==> src/rtl/uart_pkg.sv <==
// Shared UART definitions: byte width, receive FIFO depth and byte type.
package uart_pkg;

   localparam int unsigned UART_DATA_W   = 8;
   localparam int unsigned RX_FIFO_DEPTH = 16;

   typedef logic [UART_DATA_W-1:0] uart_byte_t;

endpackage

==> src/rtl/rise_edge_det.sv <==
// Rising-edge detector for a level input; register resets high so a level
// already asserted when reset releases is not reported as an edge.
module rise_edge_det (
   input  logic clk_i,
   input  logic rst_i,
   input  logic level_i,
   output logic rise_o
);

   logic prev_q;

   always_ff @(posedge clk_i) begin
      if (rst_i) begin
         prev_q <= 1'b1;
      end else begin
         prev_q <= level_i;
      end
   end

   assign rise_o = level_i & ~prev_q;

endmodule

==> src/rtl/uart_rx_fifo.sv <==
// Receive-side FWFT byte FIFO: captures one byte per rising edge of the
// UART data-ready level, exposes head/occupancy and sticky error flags.
module uart_rx_fifo
   import uart_pkg::*;
#(
   parameter int unsigned DEPTH  = RX_FIFO_DEPTH,
   parameter int unsigned DATA_W = UART_DATA_W
) (
   input  logic                     clk_i,
   input  logic                     rst_i,
   input  logic                     rx_pulse_i,
   input  logic [DATA_W-1:0]        rx_data_i,
   input  logic                     pop_i,
   input  logic                     clr_i,
   output logic [DATA_W-1:0]        data_o,
   output logic                     empty_o,
   output logic                     full_o,
   output logic [$clog2(DEPTH):0]   count_o,
   output logic                     new_rx_o,
   output logic                     overflow_o,
   output logic                     underflow_o
);

   localparam int unsigned AW = $clog2(DEPTH);
   localparam int unsigned CW = AW + 1;

   logic [DATA_W-1:0] mem [DEPTH];
   logic [AW-1:0]     wr_ptr_q;
   logic [AW-1:0]     rd_ptr_q;
   logic [CW-1:0]     count_q;
   logic              new_rx_q;
   logic              overflow_q;
   logic              underflow_q;

   logic rise;
   logic empty;
   logic full;
   logic push_ok;
   logic pop_ok;

   rise_edge_det u_rise (
      .clk_i   (clk_i),
      .rst_i   (rst_i),
      .level_i (rx_pulse_i),
      .rise_o  (rise)
   );

   assign empty = (count_q == '0);
   assign full  = (count_q == CW'(DEPTH));

   // A pop on a full FIFO frees the slot the coincident push needs.
   assign pop_ok  = pop_i & ~empty;
   assign push_ok = rise & (~full | pop_i);

   always_ff @(posedge clk_i) begin
      if (rst_i || clr_i) begin
         wr_ptr_q    <= '0;
         rd_ptr_q    <= '0;
         count_q     <= '0;
         new_rx_q    <= 1'b0;
         overflow_q  <= 1'b0;
         underflow_q <= 1'b0;
      end else begin
         new_rx_q <= push_ok;
         if (push_ok) begin
            wr_ptr_q <= wr_ptr_q + 1'b1;
         end
         if (pop_ok) begin
            rd_ptr_q <= rd_ptr_q + 1'b1;
         end
         count_q <= count_q + CW'(push_ok) - CW'(pop_ok);
         if (rise && full && !pop_i) begin
            overflow_q <= 1'b1;
         end
         if (pop_i && empty) begin
            underflow_q <= 1'b1;
         end
      end
   end

   always_ff @(posedge clk_i) begin
      if (!rst_i && !clr_i && push_ok) begin
         mem[wr_ptr_q] <= rx_data_i;
      end
   end

   assign data_o      = empty ? '0 : mem[rd_ptr_q];
   assign empty_o     = empty;
   assign full_o      = full;
   assign count_o     = count_q;
   assign new_rx_o    = new_rx_q;
   assign overflow_o  = overflow_q;
   assign underflow_o = underflow_q;

endmodule

==> config.mk <==
export PLATFORM = sky130hd
export DESIGN_NAME = uart_rx_fifo
export DESIGN_NICKNAME = d
export VERILOG_FILES = /design/src/rtl/uart_pkg.sv /design/src/rtl/rise_edge_det.sv /design/src/rtl/uart_rx_fifo.sv
export SDC_FILE = /design/constraint.sdc
export NUM_CORES = 1
export LEC_CHECK = 0
export ABC_AREA = 0
export BUFFER_PORTS_ARGS = -buffer_cell sky130_fd_sc_hd__buf_2
export CAP_MARGIN = 20
export CORE_ASPECT_RATIO = 0.8
export CORE_MARGIN = 5
export CORE_UTILIZATION = 35
export DETAILED_ROUTE_END_ITERATION = 10
export GPL_TIMING_DRIVEN = 1
export HOLD_SLACK_MARGIN = 0.1
export PLACE_DENSITY = 0.6
export SYNTH_ARGS = -nofsm -noshare
export SYNTH_HDL_FRONTEND = slang
export SYNTH_SLANG_ARGS = --single-unit
==> constraint.sdc <==
create_clock -name clk_i -period 4.5 [get_ports clk_i]
set_input_delay 0.9 -clock clk_i [delete_from_list [all_inputs] [get_ports clk_i]]
set_output_delay 0.9 -clock clk_i [all_outputs]
set_load 0.05 [all_outputs]
==> flow_metrics.env <==
export IMPL_status="finished clean"
export IMPL_setup_ws_ns=0.944
export IMPL_skew_ns=0.00724
export IMPL_worst_r2r_endpoint="count_o[4]$_SDFF_PP0_"
export IMPL_post_cts_buffers=0
export IMPL_slew_headroom_pct=42.2
export IMPL_ioPinCount=31
export IMPL_tightest_slew_ns=0.866
export IMPL_pwr_share_clk_pct=39.4
export IMPL_num_vias=2934
export IMPL_clock_latency_ns=0.41
export IMPL_startpoint_type="flop"
export IMPL_worst_ir_drop_vdd_mv=0.452
export IMPL_antenna_found_initial=0
export IMPL_max_freq_mhz=281
export IMPL_synthCells=322
export IMPL_cts_sinks=149
export IMPL_ant_nets=0
export IMPL_p_switching_mw=1.10
export IMPL_clk_pin_slew_ns=0.06
export IMPL_post_dp_hpwl_mm=7.25
export IMPL_r2r_slack_ns=1.21
export IMPL_critical_path_required_ns=3.60
export IMPL_vias_per_cell=4.93
export IMPL_rows=42
export IMPL_power_internal_mw=2.68
export IMPL_cts_resized=0
export IMPL_slew_violations=0
export IMPL_die_x_um=156
export IMPL_drc=0
export IMPL_seqPwrFrac_pct=41.3
export IMPL_cts_tree="built"
export IMPL_hold_class="reg -> reg"
export IMPL_synth_top_flop_cell="edfxtp_1"
export IMPL_drt_iter0_drc=168
export IMPL_crit_fanout=16
export IMPL_path_class="reg -> out"
export IMPL_power_density_nw_per_um2=539
export IMPL_end_kind="output pin"
export IMPL_pre_cts_ws_ns=0.929
export IMPL_clk_path_buf_depth=2
export IMPL_syn_area_um2=6000
export IMPL_die_y_um=127
export IMPL_start_util_pct=35.9
export IMPL_hold_viol_final=0
export IMPL_r2r_start="count_o[2]$_SDFF_PP0_"
export IMPL_io_buffers=30
export IMPL_core_area_um2=16700
export IMPL_first_global_vias=3180
export IMPL_grt_max_degree=33
export IMPL_diodes=0
export IMPL_grt_first_pass_wirelength_mm=17.6
export IMPL_final_nets=387
export IMPL_synth_seq_cells=149
export IMPL_setup_viol=0
export IMPL_gp_congestion=0.772
export IMPL_drtPass1Iterations=4
export IMPL_rsz0062_at_grt="false"
export IMPL_track_usage_pct=11.8
export IMPL_synth_edf_count=128
export IMPL_swShare_pct=29.1
export IMPL_worstRegToRegCells=13
export IMPL_ys_warn_count=0
export IMPL_cts_root_buffer="clkbuf_16"
export IMPL_async_flop_share_pct=0
export IMPL_pwr_share_comb_pct=19.3
export IMPL_gr_total_overflow=0
export IMPL_die_area_um2=19900
export IMPL_seq_area_frac_synth_pct=71.0
export IMPL_wl_per_cell_um=18.5
export IMPL_yosysUniqueCellTypes=37
export IMPL_drive_gt1_share_pct=25.6
export IMPL_fin_crit_ns=3.56
export IMPL_power_leakage_nw=2.35
export IMPL_area_growth_syn_to_layout_pct=16.6
export IMPL_finalCritPeriodShare_pct=79.0
export IMPL_postSynthAreaPerCell_um2=18.6
export IMPL_maxCapViolCount=0
export IMPL_fin_setup_tns_ns=0
export IMPL_drt_wl_total_mm=11.0
export IMPL_synth_fp_nets=347
export IMPL_numCtsBuffers=17
export IMPL_cts_hold_buf=0
export IMPL_h_tree_depth=4
export IMPL_critPathCapture="data_o[6]"
export IMPL_cp_arrival_ns=2.66
-- cells by family (layout without fill, tap and decap cells) --
kind of cell | after synthesis | count (layout) | share of synthesized area [%]
compound gates | 27 | 27 | 3.13
xor+xnor | 7 | 7 | 1.02
fa+ha+maj | 12 | 12 | 2.63
buf+inv | 25 | 78 | 2.40
flops | 149 | 149 | 71.0
mux | 42 | 42 | 14.2
simple gates | 60 | 60 | 5.56
-- critical path: stages, from the launching register on --
cell      delay [ns]
dfxtp_1         0.88
buf_4           0.33
mux4_2          0.32
nor2b_1         0.14
a211oi_1        0.23
a211oi_1        0.08
buf_2           0.25
-- registers in the layout, summed over array words and instances, names as in the netlist, named ones only --
| name | flops |
|---|---|
| count_o | 5 |
| mem | 128 |
| new_rx_o | 1 |
| overflow_o | 1 |
| rd_ptr_q | 4 |
| u_rise.prev_q | 1 |
| underflow_o | 1 |
| wr_ptr_q | 4 |
-- cells in the mapped netlist (2+ instances only) --
cell type	number	area share (%)
or2_2	2	0.21
and3_1	14	1.5
buf_6	2	0.38
nor2b_1	9	0.94
and2_1	2	0.21
ha_1	11	2.3
o21ai_0	2	0.17
buf_4	3	0.38
dfxtp_1	21	7.0
a21oi_1	5	0.42
clkbuf_1	3	0.19
mux2i_1	10	1.7
buf_2	5	0.42
nor2_1	16	1.0
a211oi_1	16	2.0
or3_1	3	0.31
nand2_1	4	0.25
xnor2_1	6	0.88
nand3_1	2	0.17
mux4_1	9	3.9
nor3_1	4	0.33
edfxtp_1	128	64
mux4_2	23	8.6
inv_1	9	0.56
-- placed cells by master, fill, tap and decap left out, types with 2 or more instances in the layout --
cell type	n
a211oi_1	16
a21oi_1	5
and2_1	2
and3_1	14
buf_2	30
buf_4	7
bufinv_16	4
clkbuf_16	17
clkinv_1	2
clkinv_4	5
clkinvlp_4	2
dfxtp_1	20
edfxtp_1	128
ha_1	11
inv_1	9
inv_6	2
mux2i_1	10
mux4_1	9
mux4_2	23
nand2_1	4
nand3_1	2
nor2_1	16
nor2b_1	9
nor3_1	4
o21ai_0	2
or2_2	2
or3_1	3
xnor2_1	6
-- worst min path at each step --
stage	slack, ns	end	depth (start not counted)	startpoint
6_report	0.47	underflow_o$_SDFFE_PP0P_	2	underflow_o$_SDFFE_PP0P_
3_5_place_dp	0.45	underflow_o$_SDFFE_PP0P_	2	underflow_o$_SDFFE_PP0P_
5_1_grt	0.53	underflow_o$_SDFFE_PP0P_	2	underflow_o$_SDFFE_PP0P_
4_1_cts	0.47	underflow_o$_SDFFE_PP0P_	2	underflow_o$_SDFFE_PP0P_
2_1_floorplan	0.48	flop	2	rd_ptr_q[1]$_SDFFE_PP0N_
3_3_place_gp	0.45	underflow_o$_SDFFE_PP0P_	2	underflow_o$_SDFFE_PP0P_
-- area by class of cell --
cell class                 count  area (µm²)
fill                        1503        9710
inverter                       9        33.8
clock buffer                  17         425
sequential                   149        4270
clock inverter                15         204
multi-input combinational    148        1600
tap                          220         275
timing repair buffer          37         203
-- through the flow --
step	cells	util [%]	hold slack (ns)	total power [mW]	instance area [µm²]
floorplan	322	-	0.480	2.14	6000
global placement	563	38.1	0.447	2.31	6370
detailed placement	563	38.1	0.454	2.32	6370
CTS	595	41.9	0.473	3.81	7000
global route	595	41.9	0.530	3.93	7000
finish	595	41.9	0.473	3.78	7000
-- power by group through the flow --
stage	Clock [mW]	Combinational (mW)	Sequential, mW
after floorplan	0	0.517	1.62
after global placement	0	0.721	1.59
after detailed placement	0	0.733	1.59
after CTS	1.51	0.735	1.56
after global routing	1.58	0.783	1.57
final	1.49	0.728	1.56
-- per-layer routing --
metal  wire [µm]  part of all wire, %  global-route usage [%]  vias up
li1            -                    -                       -     1372
met1        5160                   47                    16.0     1485
met2        5200                   47                    18.4       65
met3         566                  5.1                    3.45       12
met4         102                 0.93                    3.67        0
met5           0                    0                       0        -
No activity file was read; power rests on OpenSTA's default activity.
